## src/rtl/sd_seq_check_if.sv

```systemverilog
// Producer/consumer valid-ready handshake carrying the incrementing data stream.
interface sd_seq_check_if #(parameter int width = 8);
  logic             c_srdy;
  logic             c_drdy;
  logic [width-1:0] c_data;

  modport master (output c_srdy, output c_data, input  c_drdy);
  modport slave  (input  c_srdy, input  c_data, output c_drdy);
endinterface

```

## src/rtl/sd_seq_check.sv

```systemverilog
// Incrementing-sequence checker with a pattern-throttled registered drdy.
// state | meaning
// IDLE  | disabled, drdy low, pattern pointer parked at 0
// SYNC  | waiting for the first word to seed the expected value
// CHECK | comparing every accepted word against the expected value
module sd_seq_check #(
  parameter int width   = 8,
  parameter int pat_dep = 8
) (
  input  logic               i_clk,
  input  logic               i_reset_n,
  sd_seq_check_if.slave      s_if,
  input  logic               i_chk_en,
  input  logic               i_clear,
  input  logic [pat_dep-1:0] i_drdy_pat,
  output logic [15:0]        o_rx_count,
  output logic [15:0]        o_err_count,
  output logic               o_err,
  output logic [width-1:0]   o_err_data
);
  localparam int PW = (pat_dep > 1) ? $clog2(pat_dep) : 1;
  localparam logic [1:0] ST_IDLE  = 2'd0;
  localparam logic [1:0] ST_SYNC  = 2'd1;
  localparam logic [1:0] ST_CHECK = 2'd2;

  logic [1:0]       r_rst_sync;
  logic             w_rst_n;
  logic [1:0]       r_state;
  logic [1:0]       w_state_nxt;
  logic [PW-1:0]    r_ptr;
  logic [PW-1:0]    w_ptr_nxt;
  logic             r_drdy;
  logic [width-1:0] r_expected;
  logic [15:0]      r_rx_count;
  logic [15:0]      r_err_count;
  logic             r_err;
  logic [width-1:0] r_err_data;
  logic             w_xfer;
  logic             w_active;

  // Assert asynchronously, release two edges later so all state leaves reset together.
  always_ff @(posedge i_clk or negedge i_reset_n) begin
    if (!i_reset_n) r_rst_sync <= 2'b00;
    else            r_rst_sync <= {r_rst_sync[0], 1'b1};
  end
  assign w_rst_n = r_rst_sync[1];

  assign w_xfer   = s_if.c_srdy & r_drdy;
  assign w_active = (r_state == ST_SYNC) || (r_state == ST_CHECK);

  always_comb begin
    w_state_nxt = r_state;
    if (!i_chk_en) begin
      w_state_nxt = ST_IDLE;
    end else if (i_clear) begin
      w_state_nxt = ST_SYNC;
    end else begin
      case (r_state)
        ST_IDLE:  w_state_nxt = ST_SYNC;
        ST_SYNC:  if (w_xfer) w_state_nxt = ST_CHECK;
        ST_CHECK: w_state_nxt = ST_CHECK;
        default:  w_state_nxt = ST_IDLE;
      endcase
    end
  end

  // drdy is registered from the slot the pointer moves into, so c_drdy in slot k is pattern bit k.
  always_comb begin
    w_ptr_nxt = '0;
    if (!i_clear && w_active && (w_state_nxt != ST_IDLE)) begin
      if (r_ptr == PW'(pat_dep - 1)) w_ptr_nxt = '0;
      else                           w_ptr_nxt = r_ptr + 1'b1;
    end
  end

  always_ff @(posedge i_clk or negedge w_rst_n) begin
    if (!w_rst_n) begin
      r_state     <= ST_IDLE;
      r_ptr       <= '0;
      r_drdy      <= 1'b0;
      r_expected  <= '0;
      r_rx_count  <= '0;
      r_err_count <= '0;
      r_err       <= 1'b0;
      r_err_data  <= '0;
    end else begin
      r_state <= w_state_nxt;
      r_ptr   <= w_ptr_nxt;
      r_drdy  <= (w_state_nxt != ST_IDLE) ? i_drdy_pat[w_ptr_nxt] : 1'b0;
      if (i_clear) begin
        r_expected  <= '0;
        r_rx_count  <= '0;
        r_err_count <= '0;
        r_err       <= 1'b0;
        r_err_data  <= '0;
      end else if (w_xfer && w_active) begin
        // Match or mismatch, the next expected word follows the one just received.
        r_expected <= s_if.c_data + 1'b1;
        if (r_rx_count != 16'hFFFF) r_rx_count <= r_rx_count + 16'd1;
        if ((r_state == ST_CHECK) && (s_if.c_data != r_expected)) begin
          if (r_err_count != 16'hFFFF) r_err_count <= r_err_count + 16'd1;
          r_err      <= 1'b1;
          r_err_data <= s_if.c_data;
        end
      end
    end
  end

  assign s_if.c_drdy = r_drdy;
  assign o_rx_count  = r_rx_count;
  assign o_err_count = r_err_count;
  assign o_err       = r_err;
  assign o_err_data  = r_err_data;
endmodule

```

## src/flat_wrapper.sv

```systemverilog
// flat-port wrapper written by rule: the top's interface ports become plain ports
module sd_seq_check_flat 
#(
  parameter int width   = 8,
  parameter int pat_dep = 8
)
  (i_clk, i_reset_n, i_chk_en, i_clear, i_drdy_pat, o_rx_count, o_err_count, o_err, o_err_data, s_if_c_srdy, s_if_c_data, s_if_c_drdy);
  sd_seq_check_if #(.width(width)) s_if_i ();
  input  logic i_clk;
  input  logic i_reset_n;
  input  logic i_chk_en;
  input  logic i_clear;
  input  logic [pat_dep-1:0] i_drdy_pat;
  output logic [15:0] o_rx_count;
  output logic [15:0] o_err_count;
  output logic o_err;
  output logic [width-1:0] o_err_data;
  input wire logic [$bits(s_if_i.c_srdy)-1:0] s_if_c_srdy;
  input wire logic [$bits(s_if_i.c_data)-1:0] s_if_c_data;
  output wire logic [$bits(s_if_i.c_drdy)-1:0] s_if_c_drdy;
  assign s_if_i.c_srdy = s_if_c_srdy;
  assign s_if_i.c_data = s_if_c_data;
  assign s_if_c_drdy = s_if_i.c_drdy;
  sd_seq_check #(.width(width), .pat_dep(pat_dep)) u_core (.i_clk(i_clk), .i_reset_n(i_reset_n), .s_if(s_if_i), .i_chk_en(i_chk_en), .i_clear(i_clear), .i_drdy_pat(i_drdy_pat), .o_rx_count(o_rx_count), .o_err_count(o_err_count), .o_err(o_err), .o_err_data(o_err_data));
endmodule
```

## config.mk

```make
export PLATFORM = sky130hd
export DESIGN_NAME = sd_seq_check_flat
export DESIGN_NICKNAME = d
export VERILOG_FILES = /design/src/rtl/sd_seq_check_if.sv /design/src/rtl/sd_seq_check.sv /design/src/flat_wrapper.sv
export SDC_FILE = /design/constraint.sdc
export NUM_CORES = 1
export LEC_CHECK = 0
export CORE_MARGIN = 3
export CORE_UTILIZATION = 40
export CTS_CLUSTER_DIAMETER = 60
export DETAILED_ROUTE_END_ITERATION = 7
export GPL_TIMING_DRIVEN = 1
export PLACE_DENSITY_LB_ADDON = 0.3
export SYNTH_ARGS = -nofsm -noshare
export SYNTH_HDL_FRONTEND = slang
export SYNTH_SLANG_ARGS = --single-unit
```

## constraint.sdc

```tcl
create_clock -name i_clk -period 2.3 [get_ports i_clk]
set_clock_uncertainty 0.15 [all_clocks]
set_input_delay 0.23 -clock i_clk [delete_from_list [all_inputs] [get_ports i_clk]]
set_output_delay 0.23 -clock i_clk [all_outputs]
set_load 0.02 [all_outputs]
```

==> flow_summary_export.csv <==
group,metric,value,unit
die,fp.dieH,94.1,um
detailed_routing,via_count,2672,
yosys,yosysWarningCount,0,
timing,worst_pin_slew,0.561,ns
worst_setup_path,end_kind,"register",
detailed_routing,ant_nets,0,
yosys,syn_inst,317,
power,clockPowerShare,0.458,
yosys,ys_seq_area_frac,0.460,
global_route,antenna_found_initial,0,
cts,clock_sinks,57,
timing,hold_viol_final,0,
worst_setup_path,arrival,2.28,ns
yosys,synth_edf_count,0,
yosys,ys_top_cells_by_count,"dfrtp_1, nor2_1, a21oi_1, nand3_1, xor2_1",
yosys,syn_area_per_cell,9.79,um^2
die,rows,31,
power,switching_share,0.225,
global_route,grt_max_degree,55,
timing,period_needed,2.21,ns
die,start_util,0.421,
yosys,synth_top_area_frac,0.460,
timing,fmax,453,MHz
placement,numPortBuffers,62,
cts,clk_latency,0.34,ns
yosys,yosysTopAreaCell,"dfrtp_1",
detailed_routing,drcViolationCount,0,
die,core,7370,um^2
layout,area_growth,36.4,%
cts,root_buffer,"clkbuf_8",
cts,clk_pin_slew,0.07,ns
yosys,synthTopCellsByArea,"dfrtp_1, nor2_1, xor2_1, ha_1, mux2i_1",
detailed_routing,wl_per_cell,14.4,um
detailed_routing,initialDrtViolationCount,79,
die,die_area,8850,um^2
power,power.density,521,nW/um^2
placement,post-place-ws,-0.00843,ns
cts,htree_num_levels,3,
power,cellLeakagePower,1.81,nW
cts,cts-buffers-inserted,9,
placement,gp_congestion,0.816,
run_status,outcome,"finished, final reports clean",
worst_setup_path,cp.required,2.37,ns
worst_hold_path,hold_class,"in -> reg",
yosys,async_reset_ff_frac,1.00,
cts,cts.path.max_buffers,2,
layout,drive_above_1_share,0.136,
layout,antenna_cells,0,
global_route,grt_pass1_wl,12100,um
yosys,synth_area,3100,um^2
die,fp.dieW,94.1,um
layout,nNetsFinal,430,
power,pwr-share-seq,0.467,
timing,fin_ws,0.0927,ns
detailed_routing,via_per_inst,5.31,
yosys,synthDistinctLibCells,52,
power,comb_power_share,0.076,
cts,cts_tree,"done",
detailed_routing,drt-pass1-iter-count,4,
placement,place_hpwl,4990,um
worst_setup_path,start_kind,"register",
worst_setup_path,crit_type,"reg -> reg",
timing,slew_violations,0,
timing,whs,0.0767,ns
timing,fin_crit_sh,0.960,
yosys,synth_ff_type,"dfrtp_1",
timing,final-setup-viol-count,0,
run,max-cap-violations,0,
global_route,grt_overflow_total,0,
worst_setup_path,path_max_fanout,16,
global_route,track_usage,0.174,
power,internal_power,1.71,mW
timing,relSlewSlack,0.626,
die,io_pins,63,
yosys,syn_nets,347,
detailed_routing,wl,7250,um
global_route,grt_pass1_vias,2614,
yosys,synth.most_common_cell,"dfrtp_1",
power,p_sw,0.497,mW
power,peakVddDrop,0.299,mV
yosys,synth-seq-cells,57,
-- power groups by stage --
| stage | sequential (mW) | clock (mW) | combinational (mW) |
|---|---|---|---|
| floorplan | 1.06 | 0 | 0.0689 |
| global placement | 1.05 | 0 | 0.162 |
| detailed placement | 1.05 | 0 | 0.165 |
| CTS | 1.03 | 1.04 | 0.167 |
| global route | 1.03 | 1.08 | 0.186 |
| finish | 1.03 | 1.01 | 0.167 |
-- layout make-up --
type | instances | area [um^2]
fill | 647 | 3140
multi-input combinational | 236 | 1590
sequential | 57 | 1430
timing repair buffer | 86 | 832
clock buffer | 13 | 179
tap | 99 | 124
inverter | 10 | 37.5
clock inverter | 2 | 35.0
-- logic make-up after synthesis --
group                      synth area share
and+or+nand+nor                       0.223
DFF                                   0.460
AOI/OAI and AO/OA                     0.117
xor gates and xnor gates             0.0762
buffers and inverters                0.0367
muxes                                0.0500
adders and majority gates            0.0363
other                               0.00121
-- final timing paths --
kind	start	end	slack [ns]	cells after the start
max	u_core.r_state[1]	u_core.o_err_count[9]	0.09	7
min	i_clear	u_core.r_state[1]	0.08	3
max reg2reg	u_core.r_state[1]	u_core.o_err_count[9]	0.09	7
min reg2reg	u_core.r_rst_sync[1]	u_core.o_err_data[7]	0.10	0
max in group asynchronous	u_core.r_rst_sync[1]	u_core.o_err_count[1]	1.32	1
min in group asynchronous	u_core.r_rst_sync[1]	u_core.o_err_data[7]	0.10	0
-- per-layer routing --
metal,up-vias,global-route usage,share of wire
li1,1319,-,-
met1,1272,0.230,0.46
met2,70,0.271,0.47
met3,11,0.0433,0.047
met4,0,0.0746,0.017
met5,-,0,0
-- registers in the layout (all words and copies together) (netlist names) --
name,cells
u_core.o_err_data,8
u_core.o_err,1
u_core.o_err_count,16
u_core.r_ptr,3
u_core.r_state,2
u_core.r_rst_sync,2
u_core.s_if.c_drdy,1
u_core.r_expected,8
u_core.o_rx_count,16
-- timing repair --
| item | 4_1_cts | 5_1_grt |
|---|---|---|
| resized for setup | 0 | 5 |
| hold buffers | 1 | 0 |
| hold endpoints to repair | 2 | 0 |
| setup endpoints to repair | 0 | 8 |
| setup buffers | 0 | 2 |
-- through the flow --
step	TNS (ns)	power, mW	cell area, um^2	utilization	instances
3_5_place_dp	-0.0167	1.21	3950	0.535	484
5_1_grt	-0.0276	2.29	4230	0.574	503
2_1_floorplan	-0.00176	1.12	3110	-	317
6_report	0	2.21	4230	0.574	503
3_3_place_gp	0	1.21	3950	0.535	484
4_1_cts	0	2.23	4170	0.566	500
-- cells in the final DEF, fill, tap and decap left out, types with 4 or more instances in the layout --
master / instances
o21ai_0: 10
a21oi_1: 17
ha_1: 8
nand2_1: 12
and3_1: 6
or4_1: 7
clkbuf_8: 13
xnor2_1: 12
nor2b_1: 4
a211oi_1: 6
buf_4: 20
xor2_1: 15
o31ai_1: 6
mux2i_1: 11
nand4_1: 12
nor3_1: 6
nand3_1: 16
nor2_1: 43
inv_1: 10
clkdlybuf4s50_1: 61
dfrtp_1: 54
-- worst max-delay path, cell delays in order (launching register included) --
cell,delay [ns]
dfrtp_1,0.34
inv_1,0.09
ha_4,0.29
and3_1,0.18
o211ai_1,0.16
clkbuf_16,0.22
nor4_2,0.30
mux2_1,0.35
(Power assumes the default switching activity.)
==> RTL edit: new RTL, same settings <==
`width` is set to 8 in 3 places; all go to 12.
--- a/src/rtl/sd_seq_check_if.sv
+++ b/src/rtl/sd_seq_check_if.sv
@@ -1,4 +1,4 @@
 // Producer/consumer valid-ready handshake carrying the incrementing data stream.
-interface sd_seq_check_if #(parameter int width = 8);
+interface sd_seq_check_if #(parameter int width = 12);
   logic             c_srdy;
   logic             c_drdy;
--- a/src/rtl/sd_seq_check.sv
+++ b/src/rtl/sd_seq_check.sv
@@ -5,5 +5,5 @@
 // CHECK | comparing every accepted word against the expected value
 module sd_seq_check #(
-  parameter int width   = 8,
+  parameter int width   = 12,
   parameter int pat_dep = 8
 ) (
--- a/src/flat_wrapper.sv
+++ b/src/flat_wrapper.sv
@@ -2,5 +2,5 @@
 module sd_seq_check_flat 
 #(
-  parameter int width   = 8,
+  parameter int width   = 12,
   parameter int pat_dep = 8
 )
Ports: changed (resized o_err_data and s_if_c_data); port bits go from 63 to 71. No check against the original RTL was run, so the function may have changed too.
==> RTL edit against the unedited design <==
Wire length grew 26%; critical path type unchanged; sequential share of layout area shrank 1.0 points; sequential cell count grew 8; final area grew 17%; area after synthesis grew 20%; largest power group unchanged; hold slack gained 0.030 ns; fmax grew 0.64%; setup slack gained 0.014 ns; total power grew 12%; largest cell class unchanged.
==> RTL edit: results (changes against the unedited design) <==
synth_area_leaders: "dfrtp_1 44%, xnor2_1 5.4%, nand2b_1 4.0%, nor2_1 3.9%, mux2i_1 3.8%"  # was dfrtp_1 46%, nor2_1 5.2%, xor2_1 4.2%, ha_1 3.6%, mux2i_1 3.5%
dp_hpwl_mm: 6.67  # was 4.99 mm
placed_cell_area_um2: 4720  # was 3950 µm²
met1_usage: 0.240  # was 0.230
nets: 515  # was 430
async_flop_share: 1.00  # unchanged
grt_util_met3: 0.0382  # was 0.0433
drive_gt1_frac: 0.134  # was 0.136
grt_start_max_net_pins: 42  # was 55
viasPerCell: 5.44  # was 5.31
p_leak_nw: 1.96  # was 1.81 nW
io_buffers: 70  # was 62
slew_headroom: 0.636  # was 0.626
synthXorXnorAreaFrac: 0.0755  # was 0.0762
synth_compound_area_frac: 0.117  # about the same
crit_fanout: 7  # was 16
worstSkewPairLatency_ns: 0.34  # about the same
placed_cells: 577  # was 484
routabilityCongestion: 0.817  # was 0.816
critPathMaxStageDelay_ns: 0.74  # was 0.35 ns
synthesis.nets: 419  # was 347
fin_cells: 594  # was 503
synth_warnings: 0  # unchanged
grtUsageTotal: 0.182  # was 0.174
synthMuxAreaShare: 0.0610  # was 0.0500
synth_adder_area_share: 0.0303  # was 0.0363
ys_seq_area_frac: 0.438  # was 0.460
postLayoutCoreUtil: 0.561  # was 0.574
place_ws_ns: 0.0397  # was -0.00843 ns
ir_worst_vdd_mv: 0.319  # was 0.299 mV
crit_path_top_delay_cell: "or4_1"  # was mux2_1
cts_setup_buffers: 0  # unchanged
netlist_instances: 385  # was 317
drt_iter0_drc: 142  # was 79
synth.distinct_cells: 52  # unchanged
antenna_cells: 0  # unchanged
hold_buffers: 1  # unchanged
grt_pass1_wl_mm: 15.3  # was 12.1 mm
grt_pass1_vias: 3309  # was 2614
synth_top_cells_by_count: "65 x dfrtp_1, 39 x nor2_1, 24 x nand2b_1"  # was 57 x dfrtp_1, 43 x nor2_1, 17 x a21oi_1
cts_resized: 1  # was 0
clock-root-buffer: "clkbuf_8"  # unchanged
routed_wl_mm: 9.15  # was 7.25 mm
met2_usage: 0.301  # was 0.271
fillers: 792  # was 647
outcome: "finished, final reports clean"  # unchanged
setup_viol: 0  # unchanged
hold_class: "reg2async"  # was in2reg
antenna_found_initial: 0  # unchanged
==> RTL edit: changes by cell type after synthesis, sizes merged, moves of 5 or more <==
cell / change
nand2b: +23
xnor2: +11
a211oi: +8
dfrtp: +8
xor2: -6
nand2: +5
nor2: -5
nor2b: +5
==> RTL edit: final cells by class <==
cell class                      count  share of cell area
Sequential cell                    65               0.328
Inverter                           10             0.00756
Timing Repair Buffer              102               0.194
Clock buffer                        9              0.0249
Multi-Input combinational cell    293               0.399
Clock inverter                      7              0.0189
Tap cell                          108              0.0272
==> RTL edit: where the power goes <==
part	internal (mW)	switching [mW]
Combinational	0.117	0.115
Clock	0.610	0.460
Sequential	1.15	0.0183
==> RTL edit: layer usage <==
layer / part of all wire / wire (µm)
met4: 0.013 / 116
met5: 0 / 0
met1: 0.45 / 4120
met3: 0.045 / 411
met2: 0.49 / 4500
==> RTL edit: path summary, 6_finish.rpt <==
path                                                   start                                end  slack [ns]  cells past startpoint
min in group i_clk                                   i_clear   u_core.o_rx_count[3]$_DFFE_PN0P_        0.16                      3
hold / removal                u_core.r_rst_sync[1]$_DFF_PN0_       u_core.s_if.c_drdy$_DFF_PN0_        0.11                      0
max in group asynchronous     u_core.r_rst_sync[1]$_DFF_PN0_   u_core.o_err_data[3]$_DFFE_PN0P_        1.28                      1
hold reg to reg               u_core.r_rst_sync[1]$_DFF_PN0_       u_core.s_if.c_drdy$_DFF_PN0_        0.11                      0
setup / recovery           u_core.o_err_count[3]$_DFFE_PN0P_  u_core.o_err_count[0]$_DFFE_PN0P_        0.11                      5
setup reg to reg           u_core.o_err_count[3]$_DFFE_PN0P_  u_core.o_err_count[0]$_DFFE_PN0P_        0.11                      5
